`src/rtl/mips_control_fsm.sv`:
```
// Multi-cycle control sequencer for the MIPS datapath: accepts one instruction over
// a valid/ready handshake, decodes it and walks DECODE/EXEC/MEM/WB issuing enables.
module mips_control_fsm #(
  parameter bit SUPPORT_ADDI = 1'b1,
  parameter bit SUPPORT_NOR  = 1'b1,
  parameter int CNT_W        = 16
) (
  input  logic             clk,
  input  logic             rst,
  input  logic             instr_valid,
  input  logic [31:0]      instr_in,
  input  logic             Zero,
  output logic             instr_ready,
  output logic [31:0]      instruction,
  output logic             ALUScr,
  output logic             RegDst,
  output logic             RegWrite,
  output logic             MemRead,
  output logic             MemWrite,
  output logic             MemtoReg,
  output logic [3:0]       ALUControl,
  output logic             branch_taken,
  output logic             illegal,
  output logic             instr_done,
  output logic [CNT_W-1:0] retired_count
);

  typedef enum logic [2:0] {IDLE, DECODE, EXEC, MEM, WB} state_t;
  typedef enum logic [1:0] {K_ALU, K_LW, K_SW, K_BEQ} kind_t;
  typedef enum logic [3:0] {
    ALU_AND = 4'b0000, ALU_OR  = 4'b0001, ALU_ADD = 4'b0010,
    ALU_SUB = 4'b0110, ALU_SLT = 4'b0111, ALU_NOR = 4'b1100
  } alu_t;

  state_t state, state_next;
  kind_t  dec_kind;
  alu_t   dec_alu;
  logic   dec_legal, dec_src, dec_dst, dec_m2r;
  logic   active, accept;

  assign instr_ready = rst && (state == IDLE);
  assign accept      = instr_valid && instr_ready;

  // Decode is purely a function of the latched word; it is only trusted outside IDLE.
  always_comb begin
    dec_legal = 1'b0;
    dec_kind  = K_ALU;
    dec_alu   = ALU_AND;
    dec_src   = 1'b0;
    dec_dst   = 1'b0;
    dec_m2r   = 1'b0;
    case (instruction[31:26])
      6'h00: begin
        dec_dst   = 1'b1;
        dec_legal = 1'b1;
        case (instruction[5:0])
          6'h20:   dec_alu = ALU_ADD;
          6'h22:   dec_alu = ALU_SUB;
          6'h24:   dec_alu = ALU_AND;
          6'h25:   dec_alu = ALU_OR;
          6'h2A:   dec_alu = ALU_SLT;
          6'h27: begin
            dec_alu   = ALU_NOR;
            dec_legal = SUPPORT_NOR;
          end
          default: dec_legal = 1'b0;
        endcase
      end
      6'h23: begin
        dec_legal = 1'b1; dec_kind = K_LW; dec_alu = ALU_ADD; dec_src = 1'b1; dec_m2r = 1'b1;
      end
      6'h2B: begin
        dec_legal = 1'b1; dec_kind = K_SW; dec_alu = ALU_ADD; dec_src = 1'b1;
      end
      6'h04: begin
        dec_legal = 1'b1; dec_kind = K_BEQ; dec_alu = ALU_SUB;
      end
      6'h08: begin
        dec_legal = SUPPORT_ADDI; dec_alu = ALU_ADD; dec_src = 1'b1;
      end
      default: dec_legal = 1'b0;
    endcase
  end

  assign active     = (state != IDLE) && dec_legal;
  assign ALUScr     = active && dec_src;
  assign RegDst     = active && dec_dst;
  assign MemtoReg   = active && dec_m2r;
  assign ALUControl = active ? dec_alu : 4'b0000;

  // NOTE: every variable written here gets a default first, so no path can infer a latch.
  always_comb begin
    state_next = state;
    RegWrite   = 1'b0;
    MemRead    = 1'b0;
    MemWrite   = 1'b0;
    instr_done = 1'b0;
    case (state)
      IDLE:   if (accept) state_next = DECODE;
      DECODE: begin
        if (dec_legal) begin
          state_next = EXEC;
        end else begin
          instr_done = 1'b1;
          state_next = IDLE;
        end
      end
      EXEC: begin
        case (dec_kind)
          K_BEQ: begin
            instr_done = 1'b1;
            state_next = IDLE;
          end
          K_LW, K_SW: state_next = MEM;
          default:    state_next = WB;
        endcase
      end
      MEM: begin
        if (dec_kind == K_SW) begin
          MemWrite   = 1'b1;
          instr_done = 1'b1;
          state_next = IDLE;
        end else begin
          MemRead    = 1'b1;
          state_next = WB;
        end
      end
      WB: begin
        RegWrite   = 1'b1;
        MemRead    = (dec_kind == K_LW);
        instr_done = 1'b1;
        state_next = IDLE;
      end
      default: state_next = IDLE;
    endcase
  end

  // NOTE: state uses non-blocking assignments so every register samples pre-edge values.
  always_ff @(posedge clk or negedge rst) begin
    if (!rst) begin
      state         <= IDLE;
      instruction   <= '0;
      branch_taken  <= 1'b0;
      illegal       <= 1'b0;
      retired_count <= '0;
    end else begin
      state        <= state_next;
      if (accept) instruction <= instr_in;
      // Pulses land in the IDLE cycle that follows the instruction's final state.
      branch_taken <= (state == EXEC) && dec_legal && (dec_kind == K_BEQ) && Zero;
      illegal      <= (state == DECODE) && !dec_legal;
      if (instr_done && dec_legal) retired_count <= retired_count + CNT_W'(1);
    end
  end

endmodule

```
`config.mk`:
```
export PLATFORM = sky130hd
export DESIGN_NAME = mips_control_fsm
export DESIGN_NICKNAME = d
export VERILOG_FILES = /design/src/rtl/mips_control_fsm.sv
export SDC_FILE = /design/constraint.sdc
export NUM_CORES = 1
export LEC_CHECK = 0
export ABC_AREA = 0
export BUFFER_PORTS_ARGS = -buffer_cell sky130_fd_sc_hd__buf_2
export CORE_MARGIN = 2
export CORE_UTILIZATION = 25
export DETAILED_ROUTE_END_ITERATION = 10
export PLACE_DENSITY = 0.44
export SKIP_CTS_REPAIR_TIMING = 1
export SKIP_LAST_GASP = 1
export SYNTH_ARGS = -nofsm -noshare
export SYNTH_HDL_FRONTEND = slang
export SYNTH_SLANG_ARGS = --single-unit
```
`constraint.sdc`:
```
create_clock -name clk -period 2.1 [get_ports clk]
set_input_delay 0.105 -clock clk [delete_from_list [all_inputs] [get_ports clk]]
set_output_delay 0.105 -clock clk [all_outputs]
set_load 0.005 [all_outputs]
```
Word level (Yosys, flattened, before mapping)
Index checks and enable logic that the tools add are counted.
- flip-flop bits (word level): 53
- input port bits: 36
- word-level logic and storage cells: 65
- $add $sub $neg: 1
- eq/ne operators: 18
- mux-type cells: 22
- reductions and logical operators: 19
- operators with widths (kind ; number):
    6-bit equality test, second input constant ; 8
    4-bit one-hot mux with 5 select lines ; 1
    16-bit by 1-bit adder with 16-bit output, second input constant ; 1
    3-bit one-hot mux with 4 select lines ; 1
    4-bit one-hot mux with 3 select lines ; 1
    1-bit logical AND ; 11
    1-bit 2-to-1 mux ; 10
    3-bit by 2-bit equality test with 1-bit output, second input constant ; 2
    6-bit by 3-bit equality test with 1-bit output, second input constant ; 1
    6-bit by 4-bit equality test with 1-bit output, second input constant ; 1
    6-bit logical NOT ; 1
    3-bit 2-to-1 mux ; 2
    2-bit one-hot mux with 3 select lines ; 1
    3-bit one-hot mux with 2 select lines ; 1
    6-bit OR reduction ; 1
    2-bit equality test, second input constant ; 2
    4-bit 2-to-1 mux ; 1
    1-bit one-hot mux with 2 select lines ; 2
    1-bit one-hot mux with 4 select lines ; 1
    4-bit OR reduction ; 1
    3-bit by 1-bit equality test with 1-bit output, second input constant ; 1
    3-bit equality test, second input constant ; 1
    3-bit logical NOT ; 1
    3-bit nonzero test ; 1
    6 further kinds ; 6

Depth between registers and ports, before layout
- word-level depth: 7
- gate-level depth with buffers: 13
- gate-level depth less buffers: 11

Worst setup path before layout
OpenSTA, ideal clock, no wires.
- path type: reg-to-reg
- from: reg instruction[27]
- to: reg retired_count[11]
- data arrival time: 2.174 ns
- required time: 1.975 ns
- setup slack: -0.199 ns
- stages on the path, launching flop included: 12
- period minus slack after synthesis: 2.299 ns
- cells stage by stage: dfrtp_1 > nor3_4 > nand3b_1 > a21o_1 > inv_1 > ha_1 > nor2b_1 > a21oi_1 > o21bai_1 > buf_2 > nand4_1 > xnor2_1
- longest elaborated chain between the ends: 6
- RTL lines (element ; line ; source):
    start, declared ; 14 ; output logic [31:0] instruction,
    start signal, assigned ; 148 ; if (accept) instruction <= instr_in;
    6-bit by 3-bit equality test with 1-bit output (tied with other cells) ; 52 ; case (instruction[31:26])
    2-bit one-hot mux with 3 select lines or 4-bit OR reduction (tied branches) ; - ;
    2-bit equality test (tied with other cells) ; 119 ; if (dec_kind == K_SW) begin
    1-bit 2-to-1 mux, on equally long branches ; 119, 101, 109 ;
    1-bit one-hot mux with 4 select lines ; 98 ; case (state)
    1-bit logical AND (*) ; 152 ; if (instr_done && dec_legal) retired_count <= retired_count + CNT_W'(1);
    end signal, assigned ; 152 ;
    end, declared ; 25 ; output logic [CNT_W-1:0] retired_count
Mark *: on every way between the ends. The rest lies on a longest branch, timed or not.
A chain may end at the register's enable or synchronous reset.

Worst setup path after layout
- from: reg instruction[31]
- to: out instr_done
- longest elaborated chain between the ends: 5
- RTL lines (element ; line ; source):
    6-bit by 3-bit equality test with 1-bit output (tied with other cells) ; 52 ;
    2-bit one-hot mux with 3 select lines or 4-bit OR reduction (tied branches) ; - ;
    2-bit equality test (tied with other cells) ; 119 ;
    1-bit 2-to-1 mux, on equally long branches ; 119, 101, 109 ;
    1-bit one-hot mux with 4 select lines (*) ; 98 ;
    end, declared ; 24 ; output logic instr_done,
Marks and branches as above.

==> flow_summary_export.csv <==
group,metric,value,unit
final_layout,n_antenna_cell,0,
timing,period_minus_slack,2290,ps
critical_path,critical_path_class,"flip-flop to primary output",
floorplanning,row_count,37,
critical_path,cp_num_buf_inv,2,
timing,tns,-1150,ps
grt,grt_pass1_wl,10.3,mm
critical_path,crit_path_frequent_cell,"a21oi_2",
timing,fin_skew,10.5,ps
final_layout,drive_gt1_share,60.5,%
routing,dr.pass1.iters,4,
placed_design,place_hpwl,4.52,mm
critical_path,path_cells,"nor3_4, and2_4, a21oi_2, inv_1, ha_4, nor2b_4, a21oi_2, o21bai_4, or2_2, buf_2",
logic_synthesis,synth_fp_nets,253,
logic_synthesis,synth-seq-cells,53,
logic_synthesis,ys.flop_type,"dfrtp_1",
grt,globalRoute.totalOverflow,0,
timing,slew_headroom,53.2,%
logic_synthesis,synthTopCellsByArea,"dfrtp_1 (51%), mux2_2 (14%), xnor2_1 (4.4%), ha_1 (2.4%), nand3_1 (1.7%)",
logic_synthesis,synth_cell_type_count,44,
critical_path,arrival,2190,ps
clock_tree,htreeDepth,2,
final_layout,utilization,36.4,%
power_and_ir_drop,p_leak,0.00181,uW
final_layout,layout.nets,384,
routing,post_drt_via_cell_ratio,4.36,
floorplanning,start_util,25.5,%
logic_synthesis,synth_area,0.00260,mm2
clock_tree,clock_latency,310,ps
timing,setup_viol_count_final,15,
clock_tree,clk_path_buf_depth,2,
outcome,failed_checks,"negative hold slack, negative setup slack",
floorplanning,die_h,106,um
final_layout,synthToLayoutAreaGrowth,42.8,%
logic_synthesis,synth_top_cell_by_area,"dfrtp_1",
critical_path,crit_path_start_kind,"flip-flop",
timing,setup_ws,-193,ps
grt,grt_max_degree,54,
timing,slew_viol_final,0,
logic_synthesis,synth_top_area_share,50.9,%
power_and_ir_drop,ir_drop,0.370,mV
timing,final-hold-violation-count,53,
timing,rsz0062_at_grt,"yes",
logic_synthesis,syn-mean-instance-area,12.3,um2
logic_synthesis,yosysWarnings,0,
floorplanning,die_w,106,um
timing,hold_slack,-48.9,ps
logic_synthesis,synth_edf_count,0,
routing,drc,0,
logic_synthesis,synthArstFlopShare,100,%
clock_tree,clk_pin_slew,100,ps
floorplanning,io_pins,98,
grt,grt_antenna_before_repair,0,
timing,max_freq,436,MHz
critical_path,cp_slowest_stage_delay,430,ps
critical_path,crit_slowest_cell,"dfrtp_2",
critical_path,critical_path.top_delay_family,"simple AND/OR/NAND/NOR gates",
grt,grt_pass1_vias,2072,
critical_path,crit_path_max_fanout,4,
routing,wl,6.33,mm
min_path,min_path_type,"input pin to asynchronous set/reset pin",
grt,grt_use_total,11.5,%
timing,worstMarginPinSlew,701,ps
placed_design,gp_congestion,0.725,
critical_path,endpoint_kind,"primary output",
routing,drtIter0Drc,49,
power_and_ir_drop,powerDensity,733,mW/mm2
routing,ant_nets,0,
clock_tree,cts_tree,"yes",
clock_tree,cts.sinks,53,
clock_tree,cts-root-buf,"clkbuf_8",
floorplanning,coreArea,0.0102,mm2
placed_design,portBuffers,97,
logic_synthesis,syn_inst,212,
routing,wl_per_cell,13.2,um
timing,fin_crit_sh,109,%
routing,vias,2091,
floorplanning,die-area,0.0113,mm2
logic_synthesis,yosysSeqAreaShare,50.9,%
clock_tree,numCtsBuffers,5,
critical_path,required,2000,ps
outcome,status,"finished, violations left",
run,cap_violations,0,
sequential cells by signal, summed over array words and instances, names as in the netlist:
signal,flops
state,3
illegal,1
branch_taken,1
instruction,32
retired_count,16
stage by stage:
step	cell area, um2	setup WS [ps]	power (uW)	instances	hold WS (ps)
6_report	3720	-193	2730	480	-48.9
5_1_grt	3720	-331	2920	480	0.489
2_1_floorplan	2640	-17.8	1730	212	-191
3_5_place_dp	3440	-267	2110	462	341
3_3_place_gp	3440	-205	2100	462	337
4_1_cts	3520	-426	2720	470	-13.1
power by group:
group | leakage (uW) | total [uW] | switching, uW | internal [uW]
sequential | 0.000665 | 1300 | 124 | 1180
combinational | 0.00111 | 832 | 359 | 473
clock | 0.0000385 | 591 | 354 | 238
final timing paths:
path / startpoint / endpoint / slack (ps) / cells after the start
max in group asynchronous: rst / instruction[27] / 1640 / 2
worst min-delay path: rst / retired_count[10] / -50 / 2
worst max register to register: instruction[31] / retired_count[1] / -70 / 11
worst min register to register: retired_count[15] / retired_count[15] / 470 / 1
min in group clk: Zero / branch_taken / 10 / 3
worst max-delay path: instruction[31] / instr_done / -190 / 10
routing by layer:
layer	track usage [%]	up-vias	share of wire, %
met1	14.5	1012	44
met2	19.0	53	49
met5	0	-	0
met4	4.04	0	2.1
li1	-	1018	-
met3	2.94	8	4.6
cell type report:
class / count / area (um2)
fillers: 1067 / 6510
flip-flops and latches: 53 / 1330
well taps: 136 / 170
clock buffers: 7 / 76.3
multi-input cells: 145 / 1330
repair buffers: 133 / 790
inverters: 5 / 18.8
clock inverters: 1 / 7.51
cell families after synthesis:
family	synth area share, %
buffers and inverters	2.55
flip-flops	50.9
adder cells (fa/ha/maj)	2.40
AND/OR/NAND/NOR	17.9
AO/OA/AOI/OAI	6.00
XOR/XNOR	5.38
multiplexers	14.8
worst register-to-register path, delay by kind of cell, from the launching register on:
kind / cells / cell delay, ps
AO/OA/AOI/OAI: 3 / 290
adder cells (fa/ha/maj): 1 / 140
buffers and inverters: 2 / 300
flip-flops: 1 / 460
multiplexers: 1 / 260
AND/OR/NAND/NOR: 4 / 610
cell usage after synthesis (2+ instances only):
| cell | instances |
|---|---|
| o21ai_0 | 2 |
| mux2_2 | 33 |
| and4_1 | 2 |
| nor3_1 | 4 |
| dfrtp_1 | 53 |
| nand2_1 | 11 |
| nand4b_1 | 2 |
| ha_1 | 5 |
| nand2b_1 | 4 |
| a21oi_1 | 4 |
| and4bb_2 | 2 |
| xor2_1 | 3 |
| nor3b_1 | 2 |
| and2_1 | 4 |
| nand3_1 | 9 |
| buf_2 | 8 |
| inv_1 | 5 |
| nor2_1 | 6 |
| nand4_1 | 6 |
| nand3b_1 | 3 |
| and3_1 | 7 |
| xnor2_1 | 13 |
| a31oi_1 | 3 |
placed cells by master (no fill, tap or decap), types with 6 or more instances in the layout:
cell / count
nor2_1: 6
nand4_1: 6
buf_2: 97
nand3_2: 7
buf_4: 29
mux2_2: 33
dfrtp_1: 50
xnor2_1: 13
and3_1: 7
nand2_1: 10
(Power assumes the default switching activity.)
